[src/rtl/watch_pkg.sv]
// Shared time-field limits and set-mode field select encodings for the watch path.
package watch_pkg;

    localparam logic [7:0] SEC_MAX  = 8'd59;
    localparam logic [7:0] MIN_MAX  = 8'd59;
    localparam logic [7:0] HOUR_MAX = 8'd23;

    typedef enum logic [1:0] {
        SEL_SEC  = 2'd0,
        SEL_MIN  = 2'd1,
        SEL_HOUR = 2'd2,
        SEL_NONE = 2'd3
    } sel_t;

endpackage

[src/rtl/mod_counter.sv]
// Modulo counter 0..MAX with synchronous clear and a combinational wrap strobe.
module mod_counter #(
    parameter int unsigned     WIDTH = 8,
    parameter logic [WIDTH-1:0] MAX  = '1
) (
    input  logic             clk,
    input  logic             rst,
    input  logic             clr,
    input  logic             en,
    output logic [WIDTH-1:0] q,
    output logic             wrap
);

    assign wrap = en & (q == MAX);

    // Count on enable, wrapping at MAX; clear has priority over counting.
    always_ff @(posedge clk or negedge rst) begin
        if (!rst) begin
            q <= '0;
        end else if (clr) begin
            q <= '0;
        end else if (en) begin
            q <= (q == MAX) ? '0 : q + 1'b1;
        end
    end

endmodule

[src/rtl/watch_timekeeper.sv]
// 24-hour timekeeper: 1 Hz prescaler plus cascaded sec/min/hour fields with manual set.
module watch_timekeeper
    import watch_pkg::*;
#(
    parameter int unsigned CLK_HZ = 50000000
) (
    input  logic       clk,
    input  logic       rst,
    input  logic       run,
    input  logic       set_en,
    input  logic [1:0] set_sel,
    input  logic       inc,
    output logic [7:0] sec,
    output logic [7:0] min,
    output logic [7:0] hour,
    output logic       sec_tick
);

    localparam int unsigned    PW     = $clog2(CLK_HZ);
    localparam logic [PW-1:0]  PS_MAX = PW'(CLK_HZ - 1);

    logic          cnt_en;
    logic [PW-1:0] ps_q;
    logic          tick;
    logic          sec_wrap;
    logic          min_wrap;
    logic          hour_wrap_unused;
    logic          sec_en;
    logic          min_en;
    logic          hour_en;

    assign cnt_en = run & ~set_en;

    // Carries only ripple while counting, so set-mode wraps of one field never touch the next.
    assign sec_en  = (cnt_en & tick)     | (set_en & inc & (set_sel == SEL_SEC));
    assign min_en  = (cnt_en & sec_wrap) | (set_en & inc & (set_sel == SEL_MIN));
    assign hour_en = (cnt_en & min_wrap) | (set_en & inc & (set_sel == SEL_HOUR));

    mod_counter #(.WIDTH(PW), .MAX(PS_MAX)) u_prescaler (
        .clk  (clk),
        .rst  (rst),
        .clr  (set_en),
        .en   (cnt_en),
        .q    (ps_q),
        .wrap (tick)
    );

    mod_counter #(.WIDTH(8), .MAX(SEC_MAX)) u_sec (
        .clk  (clk),
        .rst  (rst),
        .clr  (1'b0),
        .en   (sec_en),
        .q    (sec),
        .wrap (sec_wrap)
    );

    mod_counter #(.WIDTH(8), .MAX(MIN_MAX)) u_min (
        .clk  (clk),
        .rst  (rst),
        .clr  (1'b0),
        .en   (min_en),
        .q    (min),
        .wrap (min_wrap)
    );

    mod_counter #(.WIDTH(8), .MAX(HOUR_MAX)) u_hour (
        .clk  (clk),
        .rst  (rst),
        .clr  (1'b0),
        .en   (hour_en),
        .q    (hour),
        .wrap (hour_wrap_unused)
    );

    // Flag the cycle in which an automatically advanced seconds value first appears.
    always_ff @(posedge clk or negedge rst) begin
        if (!rst) begin
            sec_tick <= 1'b0;
        end else begin
            sec_tick <= tick;
        end
    end

endmodule

[config.mk]
export PLATFORM = sky130hd
export DESIGN_NAME = watch_timekeeper
export DESIGN_NICKNAME = d
export VERILOG_FILES = /design/src/rtl/watch_pkg.sv /design/src/rtl/mod_counter.sv /design/src/rtl/watch_timekeeper.sv
export SDC_FILE = /design/constraint.sdc
export NUM_CORES = 1
export LEC_CHECK = 0
export BUFFER_PORTS_ARGS = -buffer_cell sky130_fd_sc_hd__buf_2
export CORE_MARGIN = 1
export CORE_UTILIZATION = 35
export DETAILED_ROUTE_END_ITERATION = 12
export GPL_ROUTABILITY_DRIVEN = 0
export SETUP_SLACK_MARGIN = 0.3
export SLEW_MARGIN = 10
export SYNTH_ARGS = -nofsm -noshare
export SYNTH_HDL_FRONTEND = slang
export SYNTH_SLANG_ARGS = --single-unit
[constraint.sdc]
create_clock -name clk -period 5.65 [get_ports clk]
set_input_delay 1.13 -clock clk [delete_from_list [all_inputs] [get_ports clk]]
set_output_delay 1.13 -clock clk [all_outputs]
set_load 0.02 [all_outputs]
**Yosys cells after proc, flatten, opt, wreduce, memory -nomap -nowiden**

Cells that the tools add are included.

- Register bits after elaboration: 51
- Bits of input ports: 7
- Output and inout bits: 25
- Logic and storage cells: 38

- $add $sub $neg: 4
- Equal/unequal tests: 6
- Muxes and demuxes: 6
- Bitwise gates (word level): 15
- Reduce and logical (&&, ||, !) cells: 2

Operator list:

| kind | number |
|---|---|
| $mux 26 | 3 |
| $add 26x1->26 const B | 1 |
| $eq 26x26->1 const B | 1 |
| $add 8x1->8 const B | 3 |
| $mux 8 | 3 |
| $eq 8x6->1 const B | 2 |
| $and 1x1->1 | 11 |
| $eq 8x5->1 const B | 1 |
| $or 1x1->1 | 3 |
| $eq 2x1->1 const B | 1 |
| $eq 2x2->1 const B | 1 |
| $logic_not 2->1 | 1 |
| $reduce_bool 2->1 | 1 |
| $not 1->1 | 1 |

**Longest topological paths before layout**

Gate-level depths: netlist (run 1).

- Word-level depth: 11
- Depth in mapped cells: 8
- Gate-level depth less buffers: 6

**Modules after synthesis**

From an unflattened synthesis (run 1), not the netlist that was laid out.

- Cell total of the unflattened synthesis: 341
- Area total of the unflattened synthesis: 3086.7 sq um

Modules (own cells, without submodules):

| module | instances | cells each | area an instance (sq um) | sequential area each (sq um) |
|---|---|---|---|---|
| mod_counter at u_prescaler | 1 | 173 | 1551.5 | 650.6 |
| mod_counter at u_min ... | 2 | 53 | 483.0 | 200.2 |
| mod_counter at u_hour | 1 | 51 | 479.2 | 200.2 |
| watch_timekeeper | 1 | 11 | 90.1 | 25.0 |

**Least setup slack after synthesis (run 1)**

Ideal clock, no wire load.

- Path type: input port to flip-flop
- Start: input port set_en
- End: register u_hour.q[3]
- Library setup time: 0.125 ns
- Arrival: 2.468 ns
- Required time: 5.525 ns
- Setup slack: 3.057 ns
- Stages on the path: 5
- Buffers on the path: 1
- Cell sequence: nand2b_1 -> or4b_1 -> buf_2 -> a21oi_1 -> mux2_2

- Word-level cells in the longest chain between the ends: 11
- Elaborated cells between the ends (all ways): 15
- Those cells by class: 15 x bitwise

RTL lines:

| item | RTL line | RTL |
|---|---|---|
| start, declared | watch_timekeeper.sv:10 | `input logic set_en,` |
| $not 1->1 | watch_timekeeper.sv:32 | `assign cnt_en = run & ~set_en;` |
| $and 1x1->1 | watch_timekeeper.sv:32 |  |
| $and 1x1->1 | mod_counter.sv:14 | `assign wrap = en & (q == MAX);` |
| $and 1x1->1 | watch_timekeeper.sv:35 | `assign sec_en = (cnt_en & tick) \| (set_en & inc & (set_sel == SEL_SEC));` |
| $or 1x1->1 | watch_timekeeper.sv:35 |  |
| $and 1x1->1 | mod_counter.sv:14 |  |
| $and 1x1->1 | watch_timekeeper.sv:36 | `assign min_en = (cnt_en & sec_wrap) \| (set_en & inc & (set_sel == SEL_MIN));` |
| $or 1x1->1 | watch_timekeeper.sv:36 |  |
| $and 1x1->1 | mod_counter.sv:14 |  |
| $and 1x1->1 | watch_timekeeper.sv:37 | `assign hour_en = (cnt_en & min_wrap) \| (set_en & inc & (set_sel == SEL_HOUR));` |
| $or 1x1->1 * | watch_timekeeper.sv:37 |  |
| end signal, assigned | mod_counter.sv:23 | `q <= (q == MAX) ? '0 : q + 1'b1;` |
| end, declared | mod_counter.sv:10 | `output logic [WIDTH-1:0] q,` |

Mark *: on every way between the ends. The rest lies on a longest branch, timed or not.
A chain may end at the register's enable or synchronous reset.

**Worst setup path in the final report (run 1)**

- Start: register u_prescaler.q[0]
- End: register u_min.q[1]

- Word-level cells in the longest chain between the ends: 7

RTL lines:

| item | RTL line |
|---|---|
| start, declared | mod_counter.sv:10 |
| start signal, assigned | mod_counter.sv:23 |
| $eq 26x26->1 | mod_counter.sv:14 |
| $and 1x1->1 | mod_counter.sv:14 |
| $and 1x1->1 | watch_timekeeper.sv:35 |
| $or 1x1->1 | watch_timekeeper.sv:35 |
| $and 1x1->1 | mod_counter.sv:14 |
| $and 1x1->1 | watch_timekeeper.sv:36 |
| $or 1x1->1 | watch_timekeeper.sv:36 |
| end signal, assigned | mod_counter.sv:23 |
| end, declared | mod_counter.sv:10 |

No other way between the ends.

==> impl_results.md, run 1 <==
- Outcome: complete, no violations
- LEAKAGE: 1.379 nW
- Setup_tns: 0 ns
- H-tree depth: 2
- Worst hold path class: reg2reg
- Fillers: 801
- I/O pin count: 32
- Clock buffer depth: 2
- PwrDens: 289.8 mW/mm^2
- Via count: 2503
- Detail Route Antenna Nets: 0
- Die height: 92.72 microns
- First-pass GRT wire length: 11240 microns
- Worst Tran Pin Value: 0.8601 ns
- Final Skew: 0.01005 ns
- Vias per cell: 5.741
- Largest net degree at the start of global routing: 52
- Critical Path Source Type: flip-flop
- Initial antenna violation count: 0
- Final HPWL DP: 4450 microns
- Commonest non-fill, non-tap cell in the layout: dfrtp_1
- Period utilization: 49.36%
- Drt pass-1 iters: 4
- Yosys warns: 0
- Non-Filler Instances: 436
- CP Class: reg2reg
- Crit path DAT: 2.98 ns
- Relative max-transition margin: 42.53%
- Post-Place Cells: 429
- Initial Util: 36.70%
- Share of the synthesized area in the top cell type: 44.31%
- Post-route DRC: 0
- Synth-to-layout area growth: 12.29%
- Total track usage: 16.23%
- Worst reg2reg path startpoint: u_prescaler.q[0]
- Worst EP required: 5.84 ns
- Vias in the first global route: 2334
- Final setup viols: 0
- Async S/R FF share, synth: 100.0%
- Seq/Total Area, Yosys: 44.31%
- Die X: 92.72 microns
- Share of cells above drive strength 1: 17.66%
- Area after DPL: 0.003128 sq mm
- Mapped Nets: 319
- Antenna cells: 0
- Max frequency: 358.6 MHz
- Worst-path fanout max: 8
- Final total power: 0.9373 mW
- Clk sinks: 51
- Yosys top cell by area: dfrtp_1
- Total CTS buffers: 5
- Flops & latches, synth: 51
- Setup bufs post-CTS: 0
- Post-route cell area: 0.003234 sq mm
- Max Slew Vio Count: 0
- Wirelength per Cell: 14.90 microns
- Top post-synthesis cells by area: dfrtp_1 (44%), nand3_1 (4.2%), a21oi_1 (3.8%)
- Core Region: 0.007848 sq mm
- CTS tree: done
- Global route total overflow: 0
- Synth Area per Inst: 9.352 sq um
- Cell count after synthesis: 308
- FF-to-FF End: u_min.q[1]
- Maxcap violations: 0
- CP Capture Type: flip-flop
- CTS Hold Bufs: 0
- Routed WL: 6497 microns
- CP startpoint: u_prescaler.q[0]
- Final min period: 2.789 ns
- CTS root buf: clkbuf_8
- RSZ-0062 raised after global routing: false
- Commonest cells after routing, fill and taps aside: dfrtp_1 (51), buf_2 (31), nand2_1 (26)
- Post-synth EDFFs: 0
- Post-Synthesis Cell Area: 0.002880 sq mm
- VDD IR max: 0.0001747 V
- Fin Hold WS: 0.4991 ns
- Nets: 345
- Worst skew pair latency: 0.30 ns
- DIE AREA: 0.008596 sq mm
- Reg clk slew, reported paths: 0.09 ns
- I/O Buffers: 31
- Drt initial violations: 134
- Ys flop type: dfrtp_1
- Count of unique library cells instantiated by Yosys: 52
- Reg2reg setup slack: 2.86 ns
- Critical path destination: u_min.q[1]
- # rows: 32
- CTS resizes: 0
- Final hold vios: 0
- FF-to-FF path depth: 6
==> cells by family after synthesis <==
group	share of synthesized area, %
multiplexers	4.431
XOR/XNOR	2.433
flip-flops	44.31
AO/OA/AOI/OAI	18.42
AND/OR/NAND/NOR	26.02
buffers and inverters	2.650
adder cells (fa/ha/maj)	1.738
==> report_power, final <==
group          internal, mW  switching, mW
combinational        0.0879          0.130
sequential            0.407         0.0605
clock                 0.130          0.122
==> worst min-delay path by stage <==
stage	slack, ns	end	from	cells past startpoint
floorplan	0.46	u_prescaler.q[14]	u_prescaler.q[14]	1
global placement	0.49	u_sec.q[7]	u_sec.q[7]	1
detailed placement	0.49	u_sec.q[7]	u_sec.q[7]	1
CTS	0.50	u_sec.q[7]	u_sec.q[7]	1
global route	0.53	u_prescaler.q[14]	u_prescaler.q[14]	1
finish	0.50	u_sec.q[7]	u_sec.q[7]	1
==> cell type report <==
cell class	count	area, sq um	area share [%]
Inverter	6	22.52	0.6963
Tap cell	102	127.6	3.946
Multi-Input combinational cell	237	1531	47.35
Sequential cell	51	1276	39.46
Timing Repair Buffer	33	170.2	5.261
Clock buffer	5	68.82	2.128
Clock inverter	2	37.54	1.161
==> critical path: stages, from the launching register on <==
cell and delay, ns:
dfrtp_1 0.40, ha_1 0.21, nand3_1 0.25, or4_4 0.60, nor4_2 0.61, or2_1 0.26
mux2_2 0.35
==> Yosys cell counts, types with 3 or more instances <==
cell and number:
dfrtp_1 51, nand2_1 26, nand3_1 24, a21oi_1 22
nor2_1 16, a31oi_1 15, o21ai_0 13, nand4_1 11
clkbuf_1 10, and3_1 8, nor3_1 8, a22o_1 7
and2_1 6, inv_1 6, mux2_2 6, mux2i_1 6
a41oi_1 5, xnor2_1 5, ha_1 4, nand2b_1 4
nor4_1 4, o2111ai_1 4, or2_2 4, a211oi_1 3
buf_1 3, nor3b_1 3, nor4b_1 3, xor2_1 3
==> metal layers <==
layer / vias up / global-route usage (%) / share of wire, %
met3: 6 / 3.202 / 4.1
met1: 1217 / 22.58 / 48
met4: 0 / 4.872 / 1.2
met2: 62 / 25.49 / 46
met5: - / 0 / 0
li1: 1218 / - / -
==> stage by stage <==
step	setup slack, ns	util [%]
floorplan	3.057	-
global placement	2.746	39.86
detailed placement	2.735	39.86
CTS	2.863	41.21
global route	2.702	41.21
finish	2.861	41.21
==> flip-flops by register name, summed over array words and instances, names as in the netlist <==
register	flops
u_prescaler.q	26
u_hour.q	8
u_min.q	8
u_sec.q	8
sec_tick	1
Power figures use the tool's default switching activity.
==> run 2, diff against run 1 <==
- ABC_AREA: default -> 1
- clock period: 5.65 -> 2.45 ns (I/O delays scaled with it)
==> run 2 against run 1 <==
  * Sequential share of layout area down 2.4 points
  * Sequential power grew 120%
  * Largest cell class unchanged
  * Synthesized area up 5.1%
  * Combinational power increased by 120%
  * Synthesized cell count grew 29%
  * Critical path type unchanged
  * Count of clock-buffer cells in the layout unchanged
  * Cell area up 6.4%
  * Register-to-register slack worse by 2.4 ns
==> impl_results.md, run 2 <==
- Top reg by flops: u_prescaler.q
- Maxcap violations: 0 (unchanged)
- Sequential fraction of design power: 49.2% (-0.6 points)
- Max Slew Vio Count: 0 (unchanged)
- Commonest non-fill, non-tap cell in the layout: nand2_1
- Share of the synthesized area in the top cell type: 42.15% (-2.2 points)
- Detail Route Antenna Nets: 0 (unchanged)
- Final Core Density: 41.46% (+0.24 points)
- Switching part of the total: 33.30% (-0.099 points)
- Seq/Total Area, Yosys: 42.15% (-2.2 points)
- Antenna cells: 0 (unchanged)
- Final HPWL DP: 5074 microns (+14%)
- First-pass GRT wire length: 11900 microns (+5.8%)
- VDD IR max: 0.0002492 V (+43%)
- Final min period: 1.953 ns (-0.8353 ns)
- Worst hold path class: in2reg
- Critical Path Source Type: flip-flop
- Setup bufs post-CTS: 0 (unchanged)
- Synth cell count leaders: nand2_1 (88), inv_1 (55), dfrtp_1 (51), nand3_1 (36), nor2_1 (36)
- Via count: 2678 (+7.0%)
- Fin Hold WS: 0.4688 ns (-0.03026 ns)
- Total track usage: 16.75% (+0.52 points)
- Pint: 1.384 mW (+120%)
- I/O Buffers: 31 (unchanged)
- Post-Synthesis Cell Area: 0.003028 sq mm (+5.1%)
- Yosys warns: 0 (unchanged)
- Top post-synthesis cells by area: dfrtp_1 (42%), nand2_1 (11%), inv_1 (6.8%)
- Post-route DRC: 0 (unchanged)
- CP Capture Type: flip-flop
- Initial antenna violation count: 0 (unchanged)
- Wirelength per Cell: 12.50 microns (-16%)
- Largest register FFs: 26 (unchanged)
- Final setup viols: 0 (unchanged)
- RSZ-0062 raised after global routing: false
- Flops & latches, synth: 51 (unchanged)
- Worst EP required: 2.70 ns (-3.14 ns)
- Logic pwr share: 23.0% (-0.3 points)
- Commonest cells after routing, fill and taps aside: nand2_1 (88), inv_1 (55), dfrtp_1 (51)
- Share of cells above drive strength 1: 15.86% (-1.8 points)
- Drt initial violations: 157 (+17%)
- Largest net degree at the start of global routing: 25 (-52%)
- Final hold vios: 0 (unchanged)
- Routed WL: 6750 microns (+3.9%)
- H-tree depth: 2 (unchanged)
- Synth Area per Inst: 7.608 sq um (-19%)
- Clock buffer depth: 2 (unchanged)
- Worst skew pair latency: 0.31 ns (about the same)
- Max frequency: 511.9 MHz (+43%)
- Die height: 95.01 microns (+2.5%)
- Total CTS buffers: 5 (unchanged)
- Core Region: 0.008299 sq mm (+5.8%)
- Post-synth EDFFs: 0 (unchanged)
- Setup_tns: 0 ns (unchanged)
- Switching Power: 0.6912 mW (+120%)
- CP Class: reg2reg
- Dpl ws: 0.4579 ns (-2.277 ns)
- Drt pass-1 iters: 4 (unchanged)
- Clk pwr share: 27.8% (+0.9 points)
- Reg clk slew, reported paths: 0.09 ns (about the same)
- Vias per cell: 4.959 (-14%)
- Crit path DAT: 2.20 ns (-0.78 ns)
- I/O pin count: 32 (unchanged)
- Relative max-transition margin: 63.80% (+21 points)
- Worst-path fanout max: 17 (+9)
- Async S/R FF share, synth: 100.0% (unchanged)
- Cell count after synthesis: 398 (+29%)
- PwrDens: 603.1 mW/mm^2 (+110%)
- CTS root buf: clkbuf_8
- Nets: 446 (+29%)
- Synth-to-layout area growth: 13.64%
- Count of unique library cells instantiated by Yosys: 34 (-35%)
- Yosys top cell by area: dfrtp_1
- Final total power: 2.075 mW (+120%)
- Final Skew: 0.005247 ns (-0.004800 ns)
- DIE AREA: 0.009027 sq mm (+5.0%)
- Most frequent cell after synthesis: nand2_1
- Final setup margin: 0.4965 ns (-2.365 ns)
- Global route total overflow: 0 (unchanged)
- Worst Tran Pin Value: 0.5380 ns (-0.3221 ns)
- Clk sinks: 51 (unchanged)
- Outcome: complete, no violations
- Period utilization: 79.73% (+30 points)
- CTS tree: done
- Reg2reg setup slack: 0.50 ns (-2.36 ns)
- Vias in the first global route: 2589 (+11%)
- Initial Util: 36.48% (-0.22 points)
- Mapped Nets: 409 (+28%)
- # rows: 33 (+3.1%)
- LEAKAGE: 1.610 nW (+17%)
- Die X: 95.01 microns (+2.5%)
- Fillers: 851 (+6.2%)
- Ys flop type: dfrtp_1
[run 2: cells by family after synthesis]
logic type / synth area share (%)
buffers and inverters: 8.264
flip-flops: 42.15
AO/OA/AOI/OAI: 9.917
XOR/XNOR: 3.471
adder cells (fa/ha/maj): 1.653
AND/OR/NAND/NOR: 34.55
[run 2: layout make-up]
cell class	instances	area [sq um]	area share (%)
Clock buffer	5	68.82	2.000
Inverter	59	221.5	6.436
Tap cell	105	131.4	3.818
Timing Repair Buffer	36	195.2	5.673
Clock inverter	2	37.54	1.091
Sequential cell	51	1276	37.09
Multi-Input combinational cell	282	1510	43.89
[run 2: critical path: stages, from the launching register on]
cell     delay, ns
dfrtp_1       0.39
ha_1          0.21
nand2_2       0.08
nor2_4        0.14
nand2_2       0.08
nor2_4        0.10
nand3_2       0.10
nand2_4       0.13
nand3_4       0.10
nand2_8       0.13
nand3_4       0.15
nand2_4       0.14
nand2_1       0.08
nand2_1       0.06
[run 2: power by group through the flow]
stage                     registers, mW  logic, mW  clock network [mW]
after floorplan                    1.13      0.207                   0
after global placement             1.04      0.474                   0
after detailed placement           1.04      0.480                   0
after CTS                          1.02      0.484               0.595
after global routing               1.04      0.543               0.630
final                              1.02      0.476               0.577
[run 2: layer usage]
layer  track usage (%)  up-vias  wire length [microns]
met2             26.74       48                   3120
met4             5.808        0                     70
li1                  -     1379                      -
met3             2.073        7                    222
met5                 0        -                      0
met1             23.43     1244                   3336
[run 2: path summary, 6_finish.rpt]
| kind | startpoint | end | depth (start not counted) |
|---|---|---|---|
| setup / recovery | u_prescaler.q[0] | u_hour.q[2] | 13 |
| hold / removal | set_en | sec_tick | 2 |
| setup reg to reg | u_prescaler.q[0] | u_hour.q[2] | 13 |
| hold reg to reg | u_sec.q[7] | u_sec.q[7] | 1 |
| max in group asynchronous | rst | u_prescaler.q[10] | 3 |
| min in group asynchronous | rst | u_sec.q[6] | 2 |
[run 2: what timing repair did]
action | in CTS | in global routing
gates resized for setup | 0 | 1
hold buffers | 1 | 0
endpoints found under the setup margin | 0 | 5
hold endpoints to repair | 6 | 0
[run 2: metrics by stage]
| stage | instance area, sq um | cells |
|---|---|---|
| after floorplan | 3028 | 398 |
| after global placement | 3316 | 532 |
| after detailed placement | 3316 | 532 |
| after CTS | 3432 | 540 |
| after global routing | 3441 | 540 |
| final | 3441 | 540 |
==> run 3, diff against run 2 <==
- clock period: 2.45 -> 1.6 ns (I/O delays scaled with it)
==> run 3 against run 2 <==
  * The flow now finishes with violations (negative setup slack)
  * Non-clock buffer count grew 73
  * Via count grew 14%
  * Cell area grew 30%
  * Register-to-register slack lost 0.70 ns
  * Final cell count grew 14%
  * Clock skew grew 0.0031 ns
  * Wire length grew 25%
  * First-iteration DRC count shrank 1.3%
  * Largest power group unchanged
  * Highest routed layer unchanged
==> impl_results.md, run 3 (synthesized netlist as in run 2, its figures left out) <==
- Outcome: finished with violations
- Failing checks: negative setup slack
- Logic pwr share: 26.9% (+3.9 points)
- CP Capture Type: flip-flop
- Pint: 2.245 mW (+62%)
- Vias per cell: 4.958 (about the same)
- Initial antenna violation count: 0 (unchanged)
- CTS tree: done
- Largest register FFs: 26 (unchanged)
- Synth-to-layout area growth: 47.52%
- Final hold vios: 0 (unchanged)
- VDD IR max: 0.0003426 V (+37%)
- Drt initial violations: 155 (-1.3%)
- Worst path max stage delay: 0.36 ns (-0.03 ns)
- Switching Power: 1.180 mW (+71%)
- Post-route DRC: 0 (unchanged)
- Worst hold path class: in2reg
- Clk pwr share: 27.0% (-0.8 points)
- Final setup margin: -0.2006 ns (-0.6972 ns)
- Core Region: 0.008299 sq mm (unchanged)
- Period utilization: 112.5% (+33 points)
- Hold path cells: 2 (unchanged)
- DIE AREA: 0.009027 sq mm (unchanged)
- Maxcap violations: 0 (unchanged)
- Final Skew: 0.008344 ns (+0.003097 ns)
- Total track usage: 19.62% (+2.9 points)
- Die X: 95.01 microns (unchanged)
- Global route total overflow: 0 (unchanged)
- Die height: 95.01 microns (unchanged)
- Switching part of the total: 34.45% (+1.1 points)
- Worst Tran Pin Value: 0.5909 ns (+0.05290 ns)
- Commonest cells after routing, fill and taps aside: nand2_1 (65), buf_4 (62), inv_1 (51)
- Detail Route Antenna Nets: 0 (unchanged)
- Nets: 520 (+17%)
- Clk sinks: 51 (unchanged)
- CP Class: reg2reg
- Initial Util: 36.48% (unchanged)
- Final min period: 1.801 ns (-0.1528 ns)
- LEAKAGE: 2.164 nW (+34%)
- PwrDens: 766.7 mW/mm^2 (+27%)
- Wirelength per Cell: 13.77 microns (+10%)
- Final setup viols: 43 (+43)
- Antenna cells: 0 (unchanged)
- Via count: 3049 (+14%)
- Worst EP required: 1.81 ns (-0.89 ns)
- H-tree depth: 2 (unchanged)
- Final HPWL DP: 5675 microns (+12%)
- Max frequency: 555.4 MHz (+8.5%)
- Worst-path fanout max: 3 (-14)
- Share of cells above drive strength 1: 40.78% (+25 points)
- Critical Path Source Type: flip-flop
- Vias in the first global route: 3029 (+17%)
- Largest net degree at the start of global routing: 20 (-20%)
- Drt pass-1 iters: 4 (unchanged)
- Worst skew pair latency: 0.32 ns (about the same)
- Area occupied by multi-input gates: 0.001856 sq mm (+23%)
- Setup_tns: -3.946 ns (-3.946 ns)
- # rows: 33 (unchanged)
- Reg2reg setup slack: -0.20 ns (-0.70 ns)
- FF-to-FF path depth: 13 (unchanged)
- I/O Buffers: 31 (unchanged)
- Total CTS buffers: 5 (unchanged)
- Commonest non-fill, non-tap cell in the layout: nand2_1
- Fillers: 760 (-11%)
- Sequential fraction of design power: 46.0% (-3.2 points)
- I/O pin count: 32 (unchanged)
- RSZ-0062 raised after global routing: true
- Max Slew Vio Count: 0 (unchanged)
- Area after DPL: 0.003757 sq mm (+13%)
- CP cell instances: ha_2, nand2_2, nor2_4, buf_6, nand3_4, nor2_4, nand2_2, nor2_4, nand2_2, buf_4, buf_4, nand2_1, o21ai_1
- Reg clk slew, reported paths: 0.09 ns (about the same)
- First-pass GRT wire length: 13830 microns (+16%)
- Buf/Inv on CP: 3 (+3)
- Worst path slowest cell: dfrtp_1
- CTS root buf: clkbuf_8
- Delay-heaviest family, CP: simple AND/OR/NAND/NOR gates
- Crit path DAT: 2.01 ns (-0.19 ns)
- Relative max-transition margin: 60.56% (-3.2 points)
- Top reg by flops: u_prescaler.q
- Clock buffer depth: 2 (unchanged)
- Post-route cell area: 0.004467 sq mm (+30%)
- Crit path depth: 13 (unchanged)
- Routed WL: 8469 microns (+25%)
- Register area: 0.001277 sq mm (about the same)
==> run 3: worst register-to-register path: cells and delay by family, from the launching register on <==
kind | cells | cell delay (ns)
adders and majority gates | 1 | 0.19
DFF | 1 | 0.36
and+or+nand+nor | 8 | 0.71
buffers and inverters | 3 | 0.37
AOI/OAI and AO/OA | 1 | 0.05
==> run 3: path summary, 6_finish.rpt <==
| check | start | endpoint |
|---|---|---|
| max | u_prescaler.q[0] | u_prescaler.q[14] |
| min | set_en | sec_tick |
| max reg2reg | u_prescaler.q[0] | u_prescaler.q[14] |
| min reg2reg | u_sec.q[7] | u_sec.q[7] |
| max in group asynchronous | rst | u_min.q[2] |
| min in group asynchronous | rst | u_sec.q[6] |
==> run 3: final cells by class <==
| cell class | count | area share (%) |
|---|---|---|
| clock inverters | 3 | 0.9804 |
| clock buffers | 5 | 1.541 |
| multi-input cells | 283 | 41.54 |
| inverters | 59 | 5.126 |
| well taps | 105 | 2.941 |
| flip-flops and latches | 51 | 28.60 |
| repair buffers | 109 | 19.27 |
==> run 3: layer usage <==
| layer | up-vias | GRT usage (%) | wire length [microns] |
|---|---|---|---|
| li1 | 1541 | - | - |
| met1 | 1442 | 25.76 | 3889 |
| met2 | 58 | 32.91 | 4175 |
| met3 | 8 | 3.270 | 308 |
| met4 | 0 | 6.187 | 96 |
| met5 | - | 0 | 0 |
==> run 3: what timing repair did <==
| item | 4_1_cts | 5_1_grt |
|---|---|---|
| pin swaps | 22 | 25 |
| setup endpoints to repair | 52 | 59 |
| setup buffers | 11 | 9 |
| hold buffers | 1 | 0 |
| hold endpoints to repair | 16 | 0 |
| gates cloned | 2 | 0 |
| gates resized for setup | 51 | 59 |
==> run 3: power by group through the flow <==
stage               Clock [mW]  Sequential [mW]  Combinational (mW)
floorplan                    0             1.73               0.321
global placement             0             1.58               0.773
detailed placement           0             1.58               0.788
CTS                      0.947             1.57               0.873
global route              1.01             1.60                1.02
finish                   0.926             1.58               0.923
==> run 3: through the flow <==
| step | setup slack [ns] | std cells | hold slack (ns) | power (mW) | util [%] |
|---|---|---|---|---|---|
| 2_1_floorplan | -0.08275 | 398 | 0.02441 | 2.055 | - |
| 3_3_place_gp | -0.1432 | 584 | 0.3523 | 2.348 | 45.27 |
| 3_5_place_dp | -0.2141 | 584 | 0.3305 | 2.372 | 45.27 |
| 4_1_cts | -0.1927 | 606 | 0.2745 | 3.387 | 50.31 |
| 5_1_grt | -0.3460 | 615 | 0.2660 | 3.626 | 53.82 |
| 6_report | -0.2006 | 615 | 0.2813 | 3.424 | 53.82 |
